<file path="src/rtl/dbus_wb_if_pkg.sv">
// rtl/dbus_wb_if_pkg.sv - shared encodings and constants for the bus bridges
package dbus_wb_if_pkg;

  typedef enum logic [1:0] {
    WB_IDLE       = 2'b00,
    WB_BUSY       = 2'b01,
    WB_WAIT_STALL = 2'b11
  } wb_state_t;

  localparam int STALL_PC  = 0;
  localparam int STALL_IF  = 1;
  localparam int STALL_ID  = 2;
  localparam int STALL_EX  = 3;
  localparam int STALL_MEM = 4;
  localparam int STALL_WB  = 5;

  localparam logic        RST_ENABLE   = 1'b1;
  localparam logic        CHIP_ENABLE  = 1'b1;
  localparam logic        WRITE_ENABLE = 1'b1;
  localparam logic [31:0] ZERO_WORD    = 32'h0000_0000;

endpackage

</file>
<file path="src/rtl/dbus_wb_if_if.sv">
// rtl/dbus_wb_if_if.sv - Wishbone-classic bus signals between bridge and bus
interface dbus_wb_if_if;
  logic        bus_ack_i;
  logic [31:0] bus_data_i;
  logic        bus_cyc_o;
  logic        bus_stb_o;
  logic        bus_we_o;
  logic [3:0]  bus_sel_o;
  logic [31:0] bus_adr_o;
  logic [31:0] bus_dat_o;

  modport master (
    input  bus_ack_i, bus_data_i,
    output bus_cyc_o, bus_stb_o, bus_we_o, bus_sel_o, bus_adr_o, bus_dat_o
  );

  modport slave (
    output bus_ack_i, bus_data_i,
    input  bus_cyc_o, bus_stb_o, bus_we_o, bus_sel_o, bus_adr_o, bus_dat_o
  );
endinterface

</file>
<file path="src/rtl/dbus_wb_if.sv">
// rtl/dbus_wb_if.sv - MEM-stage to Wishbone-classic bridge with stall and read-data hold
module dbus_wb_if
  import dbus_wb_if_pkg::*;
#(
  parameter int STALL_IDX = STALL_MEM,
  parameter int TIMEOUT   = 255
) (
  input  logic        clk,
  input  logic        rst,
  input  logic [5:0]  stall_i,
  input  logic        flush_i,
  input  logic        cpu_ce_i,
  input  logic        cpu_we_i,
  input  logic [3:0]  cpu_sel_i,
  input  logic [31:0] cpu_addr_i,
  input  logic [31:0] cpu_data_i,
  output logic [31:0] cpu_data_o,
  output logic        stallreq_o,
  output logic        err_o,
  dbus_wb_if_if.master bus
);

  // Abort fires in the BUSY cycle whose count reaches TIMEOUT after incrementing,
  // so at most TIMEOUT cycles are spent in BUSY without an ack.
  localparam logic [7:0] CNT_LAST = 8'(TIMEOUT - 1);

  wb_state_t   state;
  logic [7:0]  cnt;
  logic [31:0] rd_buf;
  logic        hold_stall;

  assign hold_stall = stall_i[STALL_IDX];

  always_ff @(posedge clk) begin
    if (rst == RST_ENABLE) begin
      state         <= WB_IDLE;
      bus.bus_cyc_o <= 1'b0;
      bus.bus_stb_o <= 1'b0;
      bus.bus_we_o  <= 1'b0;
      bus.bus_sel_o <= 4'b0000;
      bus.bus_adr_o <= ZERO_WORD;
      bus.bus_dat_o <= ZERO_WORD;
      rd_buf        <= ZERO_WORD;
      cnt           <= 8'd0;
      err_o         <= 1'b0;
    end else begin
      err_o <= 1'b0;
      case (state)
        WB_IDLE: begin
          if (cpu_ce_i == CHIP_ENABLE && !flush_i) begin
            bus.bus_cyc_o <= 1'b1;
            bus.bus_stb_o <= 1'b1;
            bus.bus_we_o  <= cpu_we_i;
            bus.bus_sel_o <= cpu_sel_i;
            bus.bus_adr_o <= cpu_addr_i;
            bus.bus_dat_o <= cpu_data_i;
            cnt           <= 8'd0;
            state         <= WB_BUSY;
          end
        end
        WB_BUSY: begin
          if (flush_i || bus.bus_ack_i || cnt == CNT_LAST) begin
            bus.bus_cyc_o <= 1'b0;
            bus.bus_stb_o <= 1'b0;
            bus.bus_we_o  <= 1'b0;
            bus.bus_sel_o <= 4'b0000;
            bus.bus_adr_o <= ZERO_WORD;
            bus.bus_dat_o <= ZERO_WORD;
          end
          if (flush_i) begin
            state <= WB_IDLE;
          end else if (bus.bus_ack_i) begin
            if (bus.bus_we_o != WRITE_ENABLE) rd_buf <= bus.bus_data_i;
            state <= hold_stall ? WB_WAIT_STALL : WB_IDLE;
          end else if (cnt == CNT_LAST) begin
            rd_buf <= ZERO_WORD;
            err_o  <= 1'b1;
            state  <= WB_WAIT_STALL;
          end else begin
            cnt <= cnt + 8'd1;
          end
        end
        WB_WAIT_STALL: begin
          if (!hold_stall || flush_i) state <= WB_IDLE;
        end
        default: state <= WB_IDLE;
      endcase
    end
  end

  always_comb begin
    stallreq_o = 1'b0;
    cpu_data_o = ZERO_WORD;
    case (state)
      WB_IDLE: begin
        stallreq_o = (cpu_ce_i == CHIP_ENABLE) && !flush_i;
      end
      WB_BUSY: begin
        if (flush_i) begin
          stallreq_o = 1'b0;
        end else if (bus.bus_ack_i) begin
          cpu_data_o = (bus.bus_we_o == WRITE_ENABLE) ? ZERO_WORD : bus.bus_data_i;
        end else begin
          stallreq_o = 1'b1;
        end
      end
      WB_WAIT_STALL: begin
        cpu_data_o = rd_buf;
      end
      default: begin
        stallreq_o = 1'b0;
      end
    endcase
  end

endmodule
</file>
<file path="src/flat_wrapper.sv">
// flat-port wrapper written by rule: the top's interface ports become plain ports
module dbus_wb_if_flat import dbus_wb_if_pkg::*;
#(
  parameter int STALL_IDX = STALL_MEM,
  parameter int TIMEOUT   = 255
)
  (clk, rst, stall_i, flush_i, cpu_ce_i, cpu_we_i, cpu_sel_i, cpu_addr_i, cpu_data_i, cpu_data_o, stallreq_o, err_o, bus_bus_ack_i, bus_bus_data_i, bus_bus_cyc_o, bus_bus_stb_o, bus_bus_we_o, bus_bus_sel_o, bus_bus_adr_o, bus_bus_dat_o);
  dbus_wb_if_if bus_i ();
  input  logic clk;
  input  logic rst;
  input  logic [5:0] stall_i;
  input  logic flush_i;
  input  logic cpu_ce_i;
  input  logic cpu_we_i;
  input  logic [3:0] cpu_sel_i;
  input  logic [31:0] cpu_addr_i;
  input  logic [31:0] cpu_data_i;
  output logic [31:0] cpu_data_o;
  output logic stallreq_o;
  output logic err_o;
  input wire logic [$bits(bus_i.bus_ack_i)-1:0] bus_bus_ack_i;
  input wire logic [$bits(bus_i.bus_data_i)-1:0] bus_bus_data_i;
  output wire logic [$bits(bus_i.bus_cyc_o)-1:0] bus_bus_cyc_o;
  output wire logic [$bits(bus_i.bus_stb_o)-1:0] bus_bus_stb_o;
  output wire logic [$bits(bus_i.bus_we_o)-1:0] bus_bus_we_o;
  output wire logic [$bits(bus_i.bus_sel_o)-1:0] bus_bus_sel_o;
  output wire logic [$bits(bus_i.bus_adr_o)-1:0] bus_bus_adr_o;
  output wire logic [$bits(bus_i.bus_dat_o)-1:0] bus_bus_dat_o;
  assign bus_i.bus_ack_i = bus_bus_ack_i;
  assign bus_i.bus_data_i = bus_bus_data_i;
  assign bus_bus_cyc_o = bus_i.bus_cyc_o;
  assign bus_bus_stb_o = bus_i.bus_stb_o;
  assign bus_bus_we_o = bus_i.bus_we_o;
  assign bus_bus_sel_o = bus_i.bus_sel_o;
  assign bus_bus_adr_o = bus_i.bus_adr_o;
  assign bus_bus_dat_o = bus_i.bus_dat_o;
  dbus_wb_if #(.STALL_IDX(STALL_IDX), .TIMEOUT(TIMEOUT)) u_core (.clk(clk), .rst(rst), .stall_i(stall_i), .flush_i(flush_i), .cpu_ce_i(cpu_ce_i), .cpu_we_i(cpu_we_i), .cpu_sel_i(cpu_sel_i), .cpu_addr_i(cpu_addr_i), .cpu_data_i(cpu_data_i), .cpu_data_o(cpu_data_o), .stallreq_o(stallreq_o), .err_o(err_o), .bus(bus_i));
endmodule
</file>
<file path="config.mk">
export PLATFORM = sky130hd
export DESIGN_NAME = dbus_wb_if_flat
export DESIGN_NICKNAME = d
export VERILOG_FILES = /design/src/rtl/dbus_wb_if_pkg.sv /design/src/rtl/dbus_wb_if_if.sv /design/src/rtl/dbus_wb_if.sv /design/src/flat_wrapper.sv
export SDC_FILE = /design/constraint.sdc
export NUM_CORES = 1
export LEC_CHECK = 0
export CORE_ASPECT_RATIO = 0.8
export CORE_MARGIN = 4
export CORE_UTILIZATION = 35
export CTS_CLUSTER_DIAMETER = 100
export DETAILED_ROUTE_END_ITERATION = 6
export PLACE_DENSITY_LB_ADDON = 0.2
export SYNTH_ARGS = -nofsm -noshare
export SYNTH_HDL_FRONTEND = slang
export SYNTH_SLANG_ARGS = --single-unit
export TNS_END_PERCENT = 50
</file>
<file path="constraint.sdc">
create_clock -name clk -period 3 [get_ports clk]
set_clock_uncertainty 0.1 [all_clocks]
set_input_delay 0.3 -clock clk [delete_from_list [all_inputs] [get_ports clk]]
set_output_delay 0.3 -clock clk [all_outputs]
set_load 0.03 [all_outputs]
</file>
# Yosys cells after proc, flatten, opt, wreduce, memory -nomap -nowiden
# Index checks and enable logic that the tools add are counted.
[totals] ff_bits=113 input_bits=112 out_inout_bits=105
[classes] n_addsub=1 eq_ne=11 mux=36 n_bitwise=2 reduce_logical=14
[op_table] op="$mux W32" n=9
[op_table] op="$pmux W32 S2" n=3
[op_table] op="$mux W8" n=4
[op_table] op="$pmux W8 S2" n=1
[op_table] op="$mux W2" n=6
[op_table] op="$add A8 B1 Y8 const B" n=1
[op_table] op="$eq A8 B8 Y1 const B" n=1
[op_table] op="$mux W4" n=2
[op_table] op="$ne A2 B2 Y1 const B" n=4
[op_table] op="$pmux W4 S2" n=1
[op_table] op="$mux W1" n=6
[op_table] op="$ne A2 B1 Y1 const B" n=3
[op_table] op="$pmux W1 S2" n=3
[op_table] op="$pmux W2 S3" n=1
[op_table] op="$reduce_and A3 Y1" n=2
[op_table] op="$reduce_and A5 Y1" n=1
[op_table] op="$ne A4 B3 Y1 const B" n=1
[op_table] op="$reduce_and A4 Y1" n=1
[op_table] op="$reduce_bool A2 Y1" n=2
[op_table] op="$reduce_or A4 Y1" n=1
[op_table] op="$logic_or A1 B1 Y1" n=3
[op_table] op="$eq A2 B1 Y1 const B" n=1
[op_table] op="$eq A2 B2 Y1 const B" n=1
[op_table] op="$logic_not A1 Y1" n=2
[op_table] op="other kinds (3)" n=4

# Logic depth before layout (Yosys ltp)
# Gate-level depths: netlist of run 1.
[logic_depth] ltp_word=5 mapped_depth=7

# Least setup slack after synthesis of run 1
# Ideal clock, no wire load.
[synth_timing] path_type="register to output" start="reg u_core.state[1]" end="out cpu_data_o[15]" t_arrival_ns=1.747 t_required_ns=2.600 path_slack_ns=0.853 path_stages_with_launch=7 path_buffers=2 cell_sequence="dfxtp_1 -> buf_6 -> or3b_1 -> nor2_1 -> buf_2 -> a22oi_1 -> nor2_1"
[synth_between] elab_chain_len=2 word_cells_on_any_way=3
[synth_rtl] item="start, declared" line_no="dbus_wb_if.sv:27" source="wb_state_t state;"
[synth_rtl] item="start signal, assigned" line_no="dbus_wb_if.sv:74" source="state <= hold_stall ? WB_WAIT_STALL : WB_IDLE;"
[synth_rtl] item="$eq A2 B2 Y1 or $eq A2 B1 Y1 (tied branches)" line_no="dbus_wb_if.sv:94" source="case (state)"
[synth_rtl] item="$pmux W32 S2 *" line_no="dbus_wb_if.sv:94"
[synth_rtl] item="end, declared" line_no="flat_wrapper.sv:18" source="output logic [31:0] cpu_data_o;"
# Mark *: on every way between the ends. The rest lies on a longest branch, timed or not.

# Worst setup path in the final report of run 1
[layout_timing] start="in flush_i" end="out cpu_data_o[15]"
[layout_between] elab_chain_len=2
[layout_rtl] item="start, declared" line_no="flat_wrapper.sv:12" source="input logic flush_i;"
[layout_rtl] item="$mux W32" line_no="dbus_wb_if.sv:99" source="if (flush_i) begin"
[layout_rtl] item="$pmux W32 S2" line_no="dbus_wb_if.sv:94"
# Every way passes these cells.

==> results of run 1 <==
[per-stage QoR]
step | utilization (%) | setup WS, ns
after CTS | 60.0 | 0.443
after global placement | 54.5 | 0.463
after detailed placement | 54.5 | 0.464
after global routing | 60.0 | 0.294
final | 60.0 | 0.469
after floorplan | - | 0.853
[layout make-up]
class                           count  area [µm²]  area share [%]
Sequential cell                   113        2260            32.6
Timing Repair Buffer              220        2140            30.8
Multi-Input combinational cell    207        1700            24.4
Clock buffer                       21         470            6.78
Tap cell                          148         185            2.67
Clock inverter                     10         158            2.27
Inverter                            7        26.3           0.379
[per-layer routing]
metal / share of wire, % / global-route usage [%] / vias up / wire, µm
met5: 0 / 0 / - / 0
met4: 0.70 / 5.34 / 0 / 88
met3: 10 / 9.68 / 10 / 1280
met2: 46 / 28.0 / 146 / 5840
met1: 43 / 22.5 / 1755 / 5410
li1: - / - / 1827 / -
[path summary, 6_finish.rpt]
path                                                        to  slack [ns]  depth (start not counted)
worst max-delay path                            cpu_data_o[15]        0.47                          7
worst min-delay path             u_core.rd_buf[5]$_SDFFE_PP0P_        0.37                          1
worst max register to register  u_core.rd_buf[21]$_SDFFE_PP0P_        0.76                          6
worst min register to register   u_core.rd_buf[5]$_SDFFE_PP0P_        0.37                          1
[worst reg2reg max path: stages (launching register included)]
cell and delay [ns]:
dfxtp_1 0.40, inv_1 0.06, ha_1 0.19, nand3_1 0.24
o31ai_1 0.16, a31oi_4 0.78, a22o_1 0.25
[registers in the layout (all words and copies together), names as in the netlist]
register	count
u_core.bus.bus_adr_o	32
u_core.bus.bus_dat_o	32
u_core.bus.bus_sel_o	4
u_core.bus.bus_stb_o	1
u_core.bus.bus_we_o	1
u_core.cnt	8
u_core.err_o	1
u_core.rd_buf	32
u_core.state	2
[power groups by stage]
stage	Sequential [µW]	Clock [µW]	Combinational [µW]
floorplan	1710	0	171
global placement	1620	0	545
global route	1600	2240	580
detailed placement	1630	0	549
CTS	1600	2160	552
finish	1600	2120	548
[kinds of logic (layout without fill, tap and decap cells)]
| group | count (synthesis) | count (layout) | share of synthesized area [%] |
|---|---|---|---|
| buffers and inverters | 37 | 258 | 5.31 |
| adders and majority gates | 2 | 2 | 0.603 |
| DFF | 113 | 113 | 54.6 |
| and+or+nand+nor | 37 | 37 | 5.25 |
| AOI/OAI and AO/OA | 166 | 166 | 33.8 |
| muxes | 2 | 2 | 0.513 |
[synthesized netlist by cell type, drive strengths merged]
| library cell | count | area, µm² |
|---|---|---|
| buf | 23 | 168 |
| a31oi | 3 | 18.8 |
| or3 | 1 | 6.26 |
| a2111o | 1 | 11.3 |
| a32oi | 1 | 8.76 |
| o2111ai | 1 | 8.76 |
| o211a | 1 | 10.0 |
| a22oi | 2 | 15.0 |
| mux2 | 1 | 11.3 |
| nand2b | 3 | 18.8 |
| or3b | 1 | 8.76 |
| o31ai | 2 | 15.0 |
| o211ai | 5 | 37.5 |
| nand4 | 1 | 12.5 |
| or4 | 1 | 7.51 |
| o21ai | 5 | 28.8 |
| or2 | 2 | 12.5 |
| nor3 | 4 | 25.0 |
| a21oi | 9 | 56.3 |
| or4b | 1 | 13.8 |
| clkbuf | 7 | 26.3 |
| a311oi | 2 | 17.5 |
| inv | 7 | 26.3 |
| a21o | 1 | 7.51 |
| ha | 2 | 25.0 |
| a2111oi | 1 | 8.76 |
| a211o | 1 | 8.76 |
| mux2i | 1 | 10.0 |
| nand2 | 4 | 15.0 |
| a22o | 131 | 1150 |
| nor2 | 13 | 53.8 |
| dfxtp | 113 | 2260 |
| nor4b | 2 | 23.8 |
| nand3 | 4 | 20.0 |
==> out/metrics.csv, run 1 <==
stage,metric,value,unit
power_and_ir_drop,powerDensity,614,nW/µm²
setup_path,crit_required,2.60,ns
cells_and_area,layout_common_cells,"clkdlybuf4s50_1, a22o_1, dfxtp_1",
global_route,grt_pass1_wl,19900,µm
global_route,antenna_found_initial,0,
clocking,postCtsHoldBufs,0,
global_route,grt_remaining_overflow,0,
cells_and_area,n_antenna_cell,0,
cells_and_area,syn_to_final_growth,67.2,%
floorplan,dieArea,13700,µm²
power_and_ir_drop,ir_worst_vdd,0.360,mV
cells_and_area,final_common_cell,clkdlybuf4s50_1,
cells_and_area,drive_gt1_share,14.7,%
synth,syn-cell-area,4150,µm²
setup_path,worstPathArrival,2.13,ns
detailed_routing,ant_nets,0,
setup_path,crit_fanout,20,
setup_path,crit_buf_inv,3,
clocking,cts_setup_buffers,0,
placed_design,place_congestion,0.763,
clocking,cts_made_buffers,17,
sta,fin_hold_ws,0.372,ns
cells_and_area,design_area,6930,µm²
synth,syn_inst,357,
sta,worst_pin_slew,0.918,ns
setup_path,startpoint_type,primary input,
floorplan,die_w,130,µm
worst_hold_path,worstHoldStart,u_core.rd_buf[5]$_SDFFE_PP0P_,
global_route,grt_pass1_vias,3772,
flow_run,max_cap_viol_count,0,
power_and_ir_drop,power,4260,µW
cells_and_area,stdcell_count,726,
status,outcome,finished clean,
detailed_routing,via_per_inst,5.15,
setup_path,critical-path-max-stage-delay,0.54,ns
detailed_routing,vias,3738,
sta,setup_viol,0,
global_route,track_usage,18.4,%
floorplan,num_rows,35,
setup_path,cp_slowest_cell,clkdlybuf4s50_1,
placed_design,dpl-instance-area,6310,µm²
global_route,grt_max_degree,62,
worst_hold_path,min_path_type,reg2reg,
sta,relSlewSlack,38.8,%
detailed_routing,wl_per_cell,17.4,µm
clocking,cts_root_buf,clkbuf_16,
sta,tns,0,ns
placed_design,dp.cells,695,
power_and_ir_drop,p_switching,973,µW
detailed_routing,drc,0,
power_and_ir_drop,combinationalPowerShare,12.9,%
sta,period_needed,2.53,ns
synth,synth_cell_types,42,
sta,rsz0062_at_grt,false,
clocking,numClockSinks,113,
clocking,cts_max_level,4,
synth,synth_seq_cells,113,
floorplan,start_util,35.9,%
setup_path,critPathTopFamily,buffers and inverters,
clocking,cts_buffer_depth,2,
floorplan,boundaryPins,217,
detailed_routing,drt_iter0_drc,267,
setup_path,worstSetupEndpointType,output pin,
floorplan,die-height,105,µm
synth,ys_seq_area_share,54.6,%
detailed_routing,dr.pass1.iters,4,
sta,drv_slew,0,
clocking,ctsResizeCount,0,
power_and_ir_drop,p_int,3290,µW
setup_path,startpoint,flush_i,
floorplan,design.core.area,11600,µm²
synth,syn-num-nets,471,
placed_design,io_buffers,211,
setup_path,r2r_start,u_core.cnt[0]$_SDFFE_PP0P_,
sta,post-route-period-util,84.4,%
placed_design,dp_hpwl,9000,µm
synth,syn_avg_cell_area,11.6,µm²
clocking,tritoncts,done,
sta,max_freq,0.395,GHz
clocking,path_clk_slew,0.05,ns
detailed_routing,wirelength,12600,µm
power_and_ir_drop,cellLeakagePower,0.00273,µW
setup_path,cpMostUsedCell,buf_4,
synth,yosys_warnings,0,
cells_and_area,fin_nets,680,
power_and_ir_drop,p_clk_share,49.7,%
setup_path,worstSetupPathType,in2out,
power_and_ir_drop,seqPwrFrac,37.5,%
sta,hold_violations,0,
cells_and_area,fillCellCount,993,
clocking,insertion_delay,0.40,ns
setup_path,crit_chain,clkdlybuf4s50_1 > or3b_1 > nor2_2 > buf_4 > a22oi_1 > nor2_1 > buf_4,
power_and_ir_drop,switching_share,22.8,%
Note: power is estimated with default switching activity, not from simulation.
==> run 2, diff against run 1 <==
clock period = 2.3 ns   (was 3 ns; I/O delays follow)
==> out/metrics.csv, run 2 (same netlist as run 1, synthesis figures left out) <==
stage,metric,value,unit,change
status,outcome,finished clean,,unchanged
clocking,numClockSinks,113,,unchanged
sta,post-route-period-util,96.3,%,
detailed_routing,wl_met3,1340,µm,was 1280 µm
global_route,grt_pass1_wl,20700,µm,was 19900 µm
setup_path,startpoint,u_core.state[1]$_SDFFE_PP0P_,,was flush_i
sta,period_needed,2.21,ns,
clocking,cts_made_buffers,17,,unchanged
sta,tns,0,ns,unchanged
setup_path,worstPathArrival,1.88,ns,was 2.13 ns
global_route,grt_max_degree,53,,was 62
detailed_routing,route.met2.wl,6230,µm,was 5840 µm
detailed_routing,drt_iter0_drc,186,,was 267
setup_path,startpoint_type,register,,was primary input
sta,worst_pin_slew,0.936,ns,was 0.918 ns
setup_path,crit_required,1.97,ns,was 2.60 ns
detailed_routing,via_per_inst,5.27,,was 5.15
floorplan,dieArea,13700,µm²,unchanged
power_and_ir_drop,power,5440,µW,was 4260 µW
detailed_routing,met1Wirelength,5530,µm,was 5410 µm
clocking,postCtsHoldBufs,0,,unchanged
flow_run,max_cap_viol_count,0,,unchanged
setup_path,cp_slowest_cell,or3b_4,,was clkdlybuf4s50_1
cells_and_area,final_common_cell,clkdlybuf4s50_1,,unchanged
setup_path,crit_buf_inv,2,,was 3
sta,relSlewSlack,37.6,%,was 38.8%
cells_and_area,fin_nets,696,,was 680
detailed_routing,wirelength,13300,µm,was 12600 µm
detailed_routing,dr.pass1.iters,4,,unchanged
sta,fin_hold_ws,0.218,ns,was 0.372 ns
clocking,tritoncts,done,,unchanged
detailed_routing,drc,0,,unchanged
detailed_routing,wl_per_cell,17.9,µm,was 17.4 µm
sta,setup_viol,0,,unchanged
setup_path,crit_chain,or3b_4 > nor2_4 > buf_8 > a22o_1 > buf_4,,was clkdlybuf4s50_1 > or3b_1 > nor2_2 > buf_4 > a22oi_1 > nor2_1 > buf_4
global_route,grt_remaining_overflow,0,,unchanged
power_and_ir_drop,powerDensity,771,nW/µm²,was 614 nW/µm²
setup_path,ff2ff_setup_slack,0.14,ns,was 0.76 ns
setup_path,critPathTopFamily,simple AND/OR/NAND/NOR gates,,was buffers and inverters
clocking,cts_max_level,4,,unchanged
setup_path,crit_fanout,15,,was 20
clocking,insertion_delay,0.40,ns,about the same
worst_hold_path,worstHoldStart,flush_i,,was u_core.rd_buf[5]$_SDFFE_PP0P_
placed_design,place_congestion,0.823,,was 0.763
cells_and_area,fin_util,61.1,%,was 60.0%
sta,max_freq,0.452,GHz,
sta,hold_violations,0,,unchanged
detailed_routing,vias,3915,,was 3738
detailed_routing,ant_nets,0,,unchanged
global_route,grt_pass1_vias,3947,,was 3772
worst_hold_path,min_path_type,in2reg,,was reg2reg
clocking,cts_buffer_depth,2,,unchanged
cells_and_area,drive_gt1_share,18.0,%,was 14.7%
placed_design,dp_hpwl,9450,µm,was 9000 µm
floorplan,boundaryPins,217,,unchanged
setup_path,r2r_start,u_core.cnt[0]$_SDFFE_PP0P_,,unchanged
clocking,path_clk_slew,0.06,ns,was 0.05 ns
cells_and_area,largestRegisters,"u_core.bus.bus_adr_o (32), u_core.bus.bus_dat_o (32), u_core.rd_buf (32)",,unchanged
floorplan,start_util,35.9,%,unchanged
global_route,antenna_found_initial,0,,unchanged
setup_path,worstSetupEndpointType,output pin,,unchanged
cells_and_area,syn_to_final_growth,70.2,%,was 67.2%
floorplan,num_rows,35,,unchanged
cells_and_area,fillCellCount,1002,,was 993
floorplan,die-height,105,µm,unchanged
cells_and_area,layout_common_cells,"clkdlybuf4s50_1, a22o_1, dfxtp_1",,unchanged
floorplan,die_w,130,µm,unchanged
sta,rsz0062_at_grt,true,,was false
power_and_ir_drop,ir_worst_vdd,0.470,mV,was 0.360 mV
global_route,track_usage,19.2,%,was 18.4%
placed_design,io_buffers,211,,unchanged
setup_path,worstSetupPathType,reg2out,,was in2out
cells_and_area,n_antenna_cell,0,,unchanged
detailed_routing,top_layer,met4,,unchanged
setup_path,critical-path-max-stage-delay,0.39,ns,was 0.54 ns
power_and_ir_drop,cellLeakagePower,0.00281,µW,was 0.00273 µW
floorplan,design.core.area,11600,µm²,unchanged
sta,drv_slew,0,,unchanged
clocking,cts_root_buf,clkbuf_16,,unchanged
run 2: tightest hold or removal path, delay by kind of cell:
kind	cells	cell delay, ns
buffers and inverters	1	0.24
AO/OA/AOI/OAI	1	0.12
AND/OR/NAND/NOR	1	0.09
run 2: per-layer routing:
layer	vias to the layer above	global-route usage (%)
met3	14	10.0
met5	-	0
met2	149	30.0
li1	1851	-
met1	1901	22.6
met4	0	6.16
run 2: metrics by stage:
step	std cells	area [µm²]	worst slack, ns
floorplan	357	4150	0.223
global placement	706	6380	-0.0490
detailed placement	706	6380	-0.0653
CTS	738	6980	-0.0101
global route	743	7060	-0.0249
finish	743	7060	0.0861
run 2: repair_timing:
item                                    in CTS  in global routing
buffers inserted                             0                  4
endpoints found under the setup margin      30                 63
cloned                                       0                  1
pin swaps                                    0                  4
gates resized for setup                      5                 11
run 2: where the power goes:
part | leakage (µW) | switching (µW) | internal (µW)
Clock | 0.000287 | 917 | 1700
Combinational | 0.00160 | 362 | 379
Sequential | 0.000920 | 43.6 | 2040
Total | 0.00281 | 1320 | 4120
run 2: area by class of cell:
type	count	area [µm²]	area share, %
inverter	7	26.3	0.372
multi-input combinational	207	1730	24.5
clock buffer	19	433	6.13
clock inverter	13	160	2.27
sequential	113	2270	32.2
timing repair buffer	236	2260	32.0
tap	148	185	2.62
run 2: path summary, 6_finish.rpt:
kind | to | cells after the start
setup reg to reg | u_core.rd_buf[8]$_SDFFE_PP0P_ | 6
hold reg to reg | u_core.bus.bus_adr_o[15]$_SDFFE_PP0P_ | 1
setup / recovery | cpu_data_o[7] | 5
hold / removal | u_core.state[1]$_SDFFE_PP0P_ | 3
